[src/rtl/dino_game_sequencer_pkg.sv]
// Dino game sequencer: shared state encodings, geometry defaults and helpers.
// Also consumed by the VGA controller so sprite placement stays in step.
package dino_game_sequencer_pkg;

    typedef enum logic [1:0] {
        ST_IDLE = 2'b00,
        ST_RUN  = 2'b01,
        ST_HOLD = 2'b10,
        ST_OVER = 2'b11
    } state_t;

    localparam int         DEF_SCORE_DIV   = 16;
    localparam int         DEF_VEL_STEP    = 100;
    localparam logic [4:0] DEF_VEL_MAX     = 5'd20;
    localparam logic [9:0] DEF_SPAWN_X     = 10'd550;
    localparam logic [9:0] DEF_CLOUD_X     = 10'd500;
    localparam logic [9:0] DEF_RESPAWN_LIM = 10'd10;
    localparam int         DEF_HOLD_FRAMES = 30;

    function automatic logic [9:0] sat_sub(input logic [9:0] a, input logic [4:0] b);
        logic [9:0] bx;
        bx = {5'd0, b};
        return (a > bx) ? a - bx : 10'd0;
    endfunction

    function automatic logic [1:0] mod3_next(input logic [1:0] m);
        return (m == 2'd2) ? 2'd0 : m + 2'd1;
    endfunction

endpackage

[src/rtl/dino_game_sequencer_bcd_counter.sv]
// Packed-BCD incrementer with synchronous clear, enable and all-nines saturation.
// Increments stop once every digit reads 9.
module bcd_counter #(
    parameter int DIGITS = 5
) (
    input  logic                  clk,
    input  logic                  reset,
    input  logic                  clear,
    input  logic                  enable,
    output logic [4*DIGITS-1:0]   value,
    output logic                  saturated
);

    logic [4*DIGITS-1:0] nxt;
    logic                carry;

    assign saturated = (value == {DIGITS{4'h9}});

    always_comb begin
        nxt   = value;
        carry = 1'b1;
        for (int i = 0; i < DIGITS; i++) begin
            if (carry) begin
                if (value[4*i +: 4] == 4'd9) begin
                    nxt[4*i +: 4] = 4'd0;
                end else begin
                    nxt[4*i +: 4] = value[4*i +: 4] + 4'd1;
                    carry         = 1'b0;
                end
            end
        end
    end

    always_ff @(posedge clk or negedge reset) begin
        if (!reset) begin
            value <= '0;
        end else if (clear) begin
            value <= '0;
        end else if (enable && !saturated) begin
            value <= nxt;
        end
    end

endmodule

[src/rtl/dino_game_sequencer.sv]
// Dino game controller: IDLE/RUN/HOLD/OVER sequencing, BCD scores and
// once-per-frame scheduling of velocity, cacti and cloud positions.
module dino_game_sequencer
    import dino_game_sequencer_pkg::*;
#(
    parameter int         SCORE_DIV   = DEF_SCORE_DIV,
    parameter int         VEL_STEP    = DEF_VEL_STEP,
    parameter logic [4:0] VEL_MAX     = DEF_VEL_MAX,
    parameter logic [9:0] SPAWN_X     = DEF_SPAWN_X,
    parameter logic [9:0] CLOUD_X     = DEF_CLOUD_X,
    parameter logic [9:0] RESPAWN_LIM = DEF_RESPAWN_LIM,
    parameter int         HOLD_FRAMES = DEF_HOLD_FRAMES
) (
    input  logic        clk,
    input  logic        reset,
    input  logic        screen_end,
    input  logic        start,
    input  logic        collision,
    output logic [1:0]  state,
    output logic        game_on,
    output logic        game_over,
    output logic [19:0] curr_bcd,
    output logic [19:0] high_bcd,
    output logic        new_high,
    output logic [4:0]  velocity,
    output logic [9:0]  cacti_x,
    output logic [1:0]  cacti_frame,
    output logic [9:0]  cloud_x
);

    localparam int DIV_W  = $clog2(SCORE_DIV);
    localparam int VEL_W  = $clog2(VEL_STEP);
    localparam int HOLD_W = $clog2(HOLD_FRAMES);

    state_t              fsm, fsm_next;
    logic [2:0]          se_sync, st_sync;
    logic                frame_tick, start_edge;
    logic [DIV_W-1:0]    div_cnt;
    logic [VEL_W-1:0]    vel_cnt;
    logic [HOLD_W-1:0]   hold_cnt;
    logic [1:0]          mod3;
    logic                run_step, restart, hold_enter, hold_done;
    logic                div_wrap, score_sat;

    // Start sync resets high so a button held through reset release gives no edge.
    always_ff @(posedge clk or negedge reset) begin
        if (!reset) begin
            se_sync <= 3'b000;
            st_sync <= 3'b111;
        end else begin
            se_sync <= {se_sync[1:0], screen_end};
            st_sync <= {st_sync[1:0], start};
        end
    end

    assign frame_tick = se_sync[1] & ~se_sync[2];
    assign start_edge = st_sync[1] & ~st_sync[2];

    assign run_step   = (fsm == ST_RUN) && !collision && frame_tick;
    assign hold_enter = (fsm == ST_RUN) && collision;
    assign restart    = (fsm == ST_OVER) && start_edge;
    assign hold_done  = (hold_cnt == HOLD_W'(HOLD_FRAMES - 1));
    assign div_wrap   = run_step && (div_cnt == DIV_W'(SCORE_DIV - 1));

    always_ff @(posedge clk or negedge reset) begin
        if (!reset) begin
            fsm <= ST_IDLE;
        end else begin
            fsm <= fsm_next;
        end
    end

    always_comb begin
        fsm_next = fsm;
        unique case (fsm)
            ST_IDLE: if (start_edge) fsm_next = ST_RUN;
            ST_RUN:  if (collision) fsm_next = ST_HOLD;
            ST_HOLD: if (frame_tick && hold_done) fsm_next = ST_OVER;
            ST_OVER: if (start_edge) fsm_next = ST_RUN;
            default: fsm_next = ST_IDLE;
        endcase
    end

    assign state     = fsm;
    assign game_on   = (fsm != ST_IDLE);
    assign game_over = fsm[1];

    bcd_counter #(.DIGITS(5)) u_score (
        .clk       (clk),
        .reset     (reset),
        .clear     (restart),
        .enable    (div_wrap && !score_sat),
        .value     (curr_bcd),
        .saturated (score_sat)
    );

    always_ff @(posedge clk or negedge reset) begin
        if (!reset) begin
            high_bcd    <= '0;
            new_high    <= 1'b0;
            velocity    <= 5'd1;
            cacti_x     <= SPAWN_X;
            cacti_frame <= 2'd0;
            cloud_x     <= CLOUD_X;
            div_cnt     <= '0;
            vel_cnt     <= '0;
            hold_cnt    <= '0;
            mod3        <= 2'd0;
        end else begin
            // Packed BCD orders the same as binary, so a plain compare works.
            if (hold_enter) begin
                hold_cnt <= '0;
                if (curr_bcd > high_bcd) begin
                    high_bcd <= curr_bcd;
                    new_high <= 1'b1;
                end else begin
                    new_high <= 1'b0;
                end
            end
            if (fsm == ST_HOLD && frame_tick) begin
                hold_cnt <= hold_cnt + 1'b1;
            end
            if (restart) begin
                velocity    <= 5'd1;
                cacti_x     <= SPAWN_X;
                cacti_frame <= 2'd0;
                cloud_x     <= CLOUD_X;
                div_cnt     <= '0;
                vel_cnt     <= '0;
                mod3        <= 2'd0;
            end else if (run_step) begin
                cloud_x <= (cloud_x < RESPAWN_LIM) ? CLOUD_X : cloud_x - 10'd1;
                if (cacti_x < RESPAWN_LIM) begin
                    cacti_x     <= SPAWN_X;
                    cacti_frame <= mod3;
                end else begin
                    cacti_x <= sat_sub(cacti_x, velocity);
                end
                if (div_wrap) begin
                    div_cnt <= '0;
                    mod3    <= mod3_next(mod3);
                    if (vel_cnt == VEL_W'(VEL_STEP - 1)) begin
                        vel_cnt <= '0;
                        if (velocity < VEL_MAX) velocity <= velocity + 5'd1;
                    end else begin
                        vel_cnt <= vel_cnt + 1'b1;
                    end
                end else begin
                    div_cnt <= div_cnt + 1'b1;
                end
            end
        end
    end

endmodule
[config.mk]
export PLATFORM = sky130hd
export DESIGN_NAME = dino_game_sequencer
export DESIGN_NICKNAME = d
export VERILOG_FILES = /design/src/rtl/dino_game_sequencer_pkg.sv /design/src/rtl/dino_game_sequencer_bcd_counter.sv /design/src/rtl/dino_game_sequencer.sv
export SDC_FILE = /design/constraint.sdc
export NUM_CORES = 1
export LEC_CHECK = 0
export CORE_UTILIZATION = 50
export CTS_CLUSTER_DIAMETER = 50
export CTS_CLUSTER_SIZE = 40
export DETAILED_ROUTE_END_ITERATION = 8
export GPL_ROUTABILITY_DRIVEN = 1
export MAX_ROUTING_LAYER = met4
export PLACE_DENSITY = 0.77
export SLEW_MARGIN = 40
export SYNTH_ARGS = -nofsm -noshare
export SYNTH_HDL_FRONTEND = slang
export SYNTH_HIERARCHICAL = 1
export SYNTH_SLANG_ARGS = --single-unit
[constraint.sdc]
create_clock -name clk -period 2.35 [get_ports clk]
set_input_delay 0.47 -clock clk [delete_from_list [all_inputs] [get_ports clk]]
set_output_delay 0.47 -clock clk [all_outputs]
set_load 0.02 [all_outputs]
==> results.cfg, run 1 <==
[timing]
fin_crit_ns = 2.25
hold_violations = 0
setup_viol = 0
worst_slack_ns = 0.0975
whs_ns = 0.0739
max_slew_margin_pct = 57.3
worstMarginPinSlew_ns = 0.635
max_freq_mhz = 444
final.setup_skew_ns = 0.0106
rsz0062_at_grt = false
timing.final.crit_share_pct = 95.9
drv_slew = 0

[worst_setup_path]
timing.rr.start = u_score/value[5]
r2r_setup_slack_ns = 0.1
critical_path_class = reg -> reg
cp-start-kind = register
rr_endpoint = high_bcd[3]
critPathMaxStageDelay_ns = 0.46
startpoint = u_score/value[5]
cp_max_fo = 12
worstPathRequired_ns = 2.60
crit_arrival_ns = 2.50
critPathSlowestCell = dfrtp_2
endpoint_kind = register
crit_chain = ha_1 -> nand4_1 -> nor2_2 -> nand2_1 -> o311a_1 -> o21ai_2 -> buf_12 -> mux2_2
r2r_cells = 8

[cts]
cts_setup_buffers = 0
clk_latency_ns = 0.37
cts.sink_count = 94
cts-buffers-inserted = 9
cts.path.max_buffers = 2
cts_tree = built
path_clk_slew_ns = 0.09
cts_max_level = 3
cts-hold-fix-buffers = 0
cts_root_buf = clkbuf_8

[routing]
vias_per_cell = 5.66
drc = 0
drtIter0Drc = 175
wl_per_cell_um = 15.9
ant_nets = 0
wl_met1_mm = 5.65
routed-wl-met3_um = 524
routed.top_layer = met4
routed_wl_mm = 12.9
dr.pass1.iters = 5
met2RoutedLength_mm = 6.53
vias = 4605

[yosys]
synth_enable_flop_cells = 0
synth_cells = 549
synth_cell_type_count = 75
ys_warn_count = 6
synthFlopType = dfrtp_1
yosysTopAreaCell = dfrtp_1
avgSynthCellArea_um2 = 9.84
async_flop_share_pct = 100
synth_fp_nets = 596
synthTopCellsByCount = dfrtp_1 (80), a21oi_1 (49), inv_1 (45), ha_1 (41), o21ai_0 (39)
ys_top_cells_by_area = dfrtp_1 (37%), ha_1 (9.5%), dfstp_2 (6.8%)
yosysMostFrequentCell = dfrtp_1
synth_top_area_share_pct = 37.1
netlist_area_um2 = 5400
ys_seq_area_share_pct = 43.9
synth-seq-cells = 94

[power]
power_density_nw_per_um2 = 859
p_leak_nw = 3.07
vdd_drop_max_mv = 0.573

[floorplan]
die_area_um2 = 11200
die_w_um = 106
placementRows = 37
die_h_um = 106
initial_utilization_pct = 51.9
io_pins = 77
core_um2 = 10400

[grt]
grt-ovfl-total = 0
grt_max_degree = 37
antenna_found_initial = 0
grt_pass1_wl_mm = 21.9
grt_pass1_vias = 4745
track_usage_pct = 25.3

[placed_design]
dpl-instance-area_um2 = 6710
place_congestion = 0.910
pre_cts_ws_ns = -0.0957
hpwl_mm = 9.55
numPortBuffers = 76

[min_path]
hold_class = in -> async

[run]
max_cap_viol_count = 0

[final_layout]
fin_area_um2 = 6920
fill_cells = 822
antennaDiodeCount = 0
fin_nets = 722
syn_to_final_growth_pct = 28.2
final_layout_size_suffix_gt1_share_pct = 19.8

[status]
status = complete, no violations
[what timing repair did]
action                     4_1_cts  5_1_grt
pin swaps                        0        2
resized for setup                1        6
setup endpoints to repair        6       31
[where the power goes]
group / leakage (nW) / internal [mW] / switching, mW
Combinational: 1.76 / 1.18 / 1.35
Clock: 0.0956 / 0.541 / 0.556
Sequential: 1.21 / 1.97 / 0.349
Total: 3.07 / 3.69 / 2.25
[layout by cell type, fill, tap and decap left out, drive strengths merged, types with 3 or more instances in the layout]
master,count
xnor2,5
a31oi,9
ha,41
and3,5
and2,4
nand3b,6
nor2b,14
nand2,36
dfrtp,80
inv,46
nand3,20
nor2,36
o31ai,9
or3,14
or4,6
buf,55
a21oi,49
nor3,10
mux2,21
and3b,4
clkdlybuf4s50,75
xor2,3
nor4,4
o211ai,4
a22o,3
o21a,4
nand4,9
o21ai,42
clkbuf,13
dfstp,14
mux2i,3
[cell type report]
type	instances	area (µm²)	area share, %
Clock inverter	1	30.0	0.434
Clock buffer	13	159	2.29
Timing Repair Buffer	130	1200	17.3
Inverter	46	173	2.49
Sequential cell	94	2370	34.3
Multi-Input combinational cell	394	2820	40.7
Tap cell	136	170	2.46
[logic make-up (layout without fill, tap and decap cells)]
logic type | count (synthesis) | after routing | synth area share [%]
AO/OA/AOI/OAI | 138 | 138 | 16.0
multiplexers | 24 | 24 | 5.00
XOR/XNOR | 8 | 8 | 1.30
AND/OR/NAND/NOR | 182 | 182 | 19.3
buffers and inverters | 61 | 190 | 4.66
adder cells (fa/ha/maj) | 42 | 42 | 9.87
flip-flops | 94 | 94 | 43.9
[worst max path at each step]
stage | to | slack (ns) | depth (start not counted)
after floorplan | u_score/value[18] | 0.02 | 11
after global placement | u_score/value[7] | -0.11 | 8
after detailed placement | cacti_x[6] | -0.1 | 7
after CTS | high_bcd[3] | 0.04 | 8
after global routing | high_bcd[3] | 0.007 | 8
final | high_bcd[3] | 0.1 | 8
[stage by stage]
| step | instances | TNS [ns] | util [%] | total power, mW |
|---|---|---|---|---|
| floorplan | 549 | 0 | - | 3.77 |
| finish | 814 | 0 | 66.5 | 5.94 |
| global placement | 800 | -0.652 | 64.4 | 4.71 |
| global route | 814 | 0 | 66.5 | 6.31 |
| CTS | 814 | 0 | 66.3 | 5.93 |
| detailed placement | 800 | -0.637 | 64.4 | 4.82 |
[layer usage]
metal | global-route usage (%) | vias up
met2 | 42.7 | 130
met3 | 3.86 | 17
met5 | - | -
met1 | 30.5 | 2239
li1 | - | 2219
met4 | 9.72 | 0
[flip-flops by register name, summed over array words and instances, names as in the netlist]
signal	cells
st_sync	3
new_high	1
se_sync	3
u_score/value	20
div_cnt	4
cloud_x	10
mod3	2
state	2
high_bcd	20
cacti_frame	2
velocity	5
vel_cnt	7
cacti_x	10
hold_cnt	5
[worst max-delay path, delay by kind of cell (launching register included)]
kind / cells / cell delay [ns]
muxes: 1 / 0.34
adders and majority gates: 1 / 0.32
AOI/OAI and AO/OA: 2 / 0.45
DFF: 1 / 0.46
and+or+nand+nor: 3 / 0.38
buffers and inverters: 1 / 0.18
(Power assumes the default switching activity.)
==> inputs of run 2 (changes only) <==
--- a/config.mk
+++ b/config.mk
@@ -5,6 +5,7 @@
 export SDC_FILE = /design/constraint.sdc
 export NUM_CORES = 1
 export LEC_CHECK = 0
+export CORE_MARGIN = 2
 export CORE_UTILIZATION = 50
 export CTS_CLUSTER_DIAMETER = 50
 export CTS_CLUSTER_SIZE = 40
@@ -12,6 +13,7 @@
 export GPL_ROUTABILITY_DRIVEN = 1
 export MAX_ROUTING_LAYER = met4
 export PLACE_DENSITY = 0.77
+export REMOVE_ABC_BUFFERS = 1
 export SLEW_MARGIN = 40
 export SYNTH_ARGS = -nofsm -noshare
 export SYNTH_HDL_FRONTEND = slang
==> run 2 against run 1 <==
Count of clock-buffer cells in the layout stayed put. Worst setup slack worse by 0.12 ns. Clock power is 8% higher. Critical path depth is 1 higher. The flow now finishes with violations (setup timing). Clock skew is 0.0031 ns lower. Die area is 3.8% higher. Final cell count is 0.98% higher. Hold slack better by 0.0076 ns.
==> results.cfg, run 2 (same netlist as run 1, synthesis figures left out) <==
[status]
status = complete, but fails checks
violations = setup timing

[timing]
setup_viol = 6
timing.final.crit_share_pct = 101
worst_slack_ns = -0.0248
drv_slew = 0
hold_violations = 0
final.setup_skew_ns = 0.00752
max_freq_mhz = 421
fin_crit_ns = 2.37
rsz0062_at_grt = true
max_slew_margin_pct = 61.7
worstMarginPinSlew_ns = 0.575

[worst_setup_path]
path_buf_inv = 2
endpoint_kind = register
cp-start-kind = register
cp_max_fo = 5
critPathMaxStageDelay_ns = 0.43
crit_chain = ha_4 -> nand4_1 -> nor3_2 -> buf_4 -> nand2_2 -> o311a_1 -> o21ai_4 -> clkbuf_16 -> mux2_2
critPathSlowestCell = dfrtp_1
crit_arrival_ns = 2.64
critical_path_class = reg -> reg
critPathTopFamily = compound AO/OA/AOI/OAI gates
worstPathRequired_ns = 2.62

[cts]
cts.sink_count = 94
cts.path.max_buffers = 2
cts_max_level = 3
cts_tree = built
cts_root_buf = clkbuf_8
path_clk_slew_ns = 0.09
cts-buffers-inserted = 9
clk_latency_ns = 0.38

[floorplan]
core_um2 = 10400
io_pins = 77
die_w_um = 108
die_h_um = 108
die_area_um2 = 11700
initial_utilization_pct = 51.9
placementRows = 37

[power]
p_clk_share_pct = 19.6
power_density_nw_per_um2 = 856
p_seq_share_pct = 37.7
p_int_mw = 3.85
design_power_total_mw = 6.10
p_sw_mw = 2.25
comb_power_share_pct = 42.8
vdd_drop_max_mv = 0.657
switching_share_pct = 36.9
p_leak_nw = 3.15

[routing]
drtIter0Drc = 235
wl_per_cell_um = 16.1
dr.pass1.iters = 6
vias = 4707
ant_nets = 0
drc = 0
routed_wl_mm = 13.3
vias_per_cell = 5.73

[placed_design]
numPortBuffers = 76
dpl-instance-area_um2 = 6690
hpwl_mm = 9.35
place_congestion = 0.881

[final_layout]
reg_top3 = high_bcd (20), u_score/value (20)
syn_to_final_growth_pct = 31.9
fin_nets = 728
antennaDiodeCount = 0
final_cell_mix = dfrtp_1 (80), clkdlybuf4s50_1 (75), buf_4 (56)
final_common_cell = dfrtp_1
fill_cells = 804
fin_area_um2 = 7120
final_layout_size_suffix_gt1_share_pct = 21.4

[min_path]
hold_class = in -> async

[grt]
antenna_found_initial = 0
grt_pass1_vias = 4518
grt_max_degree = 44
grt-ovfl-total = 0
grt_pass1_wl_mm = 21.6
track_usage_pct = 24.2

[run]
max_cap_viol_count = 0
-- run 2: changes by cell type in the layout (fill, tap and decap cells not counted), moves of 3 or more --
cell     change
mux2_4      +12
mux2_2      -11
buf_4        +4
dfrtp_1      +3
dfrtp_2      -3
ha_1         -3
-- run 2: path summary, 6_finish.rpt --
| check | slack, ns | cells past startpoint | to | start |
|---|---|---|---|---|
| min | 0.08 | 1 | new_high | reset |
| max in group asynchronous | 1.61 | 2 | cacti_x[2] | reset |
| min in group clk | 0.36 | 0 | se_sync[1] | se_sync[0] |
| max reg2reg | -0.02 | 9 | high_bcd[0] | u_score/value[17] |
| min reg2reg | 0.36 | 0 | se_sync[1] | se_sync[0] |
| max | -0.02 | 9 | high_bcd[0] | u_score/value[17] |
-- run 2: area by class of cell --
class	instances	area, µm²	share of cell area, %
inverter	46	173	2.42
sequential	94	2370	33.3
tap	136	170	2.39
clock buffer	13	149	2.09
clock inverter	3	67.6	0.948
multi-input combinational	394	2930	41.1
timing repair buffer	136	1270	17.8
-- run 2: timing repair --
| item | CTS | global route |
|---|---|---|
| hold endpoints to repair | 0 | 0 |
| setup endpoints to repair | 20 | 34 |
| pin swaps | 1 | 2 |
| gates cloned | 0 | 2 |
| resized for setup | 1 | 31 |
| setup buffers | 0 | 4 |
| hold buffers | 0 | 0 |
-- run 2: per-layer routing --
metal	part of all wire [%]	global-route usage [%]
met1	45	31.2
met2	48	37.6
met3	5.2	6.03
met4	2.2	7.69
met5	0	-
-- run 2: per-stage QoR --
step / hold WS (ns) / std cells / setup TNS [ns] / setup WS [ns] / util, %
CTS: 0.0852 / 816 / 0 / 0.0221 / 66.4
global placement: 0.344 / 800 / -2.19 / -0.154 / 64.3
global route: 0.0988 / 822 / -1.69 / -0.116 / 68.4
floorplan: 0.174 / 534 / -7.64 / -0.487 / -
finish: 0.0815 / 822 / -0.131 / -0.0248 / 68.4
detailed placement: 0.339 / 800 / -3.89 / -0.205 / 64.3
-- run 2: power by group through the flow --
stage | registers (mW) | clock network (mW) | logic, mW
detailed placement | 2.32 | 0 | 2.47
CTS | 2.30 | 1.23 | 2.50
global placement | 2.31 | 0 | 2.41
global route | 2.35 | 1.30 | 2.85
finish | 2.30 | 1.19 | 2.61
floorplan | 2.61 | 0 | 1.10
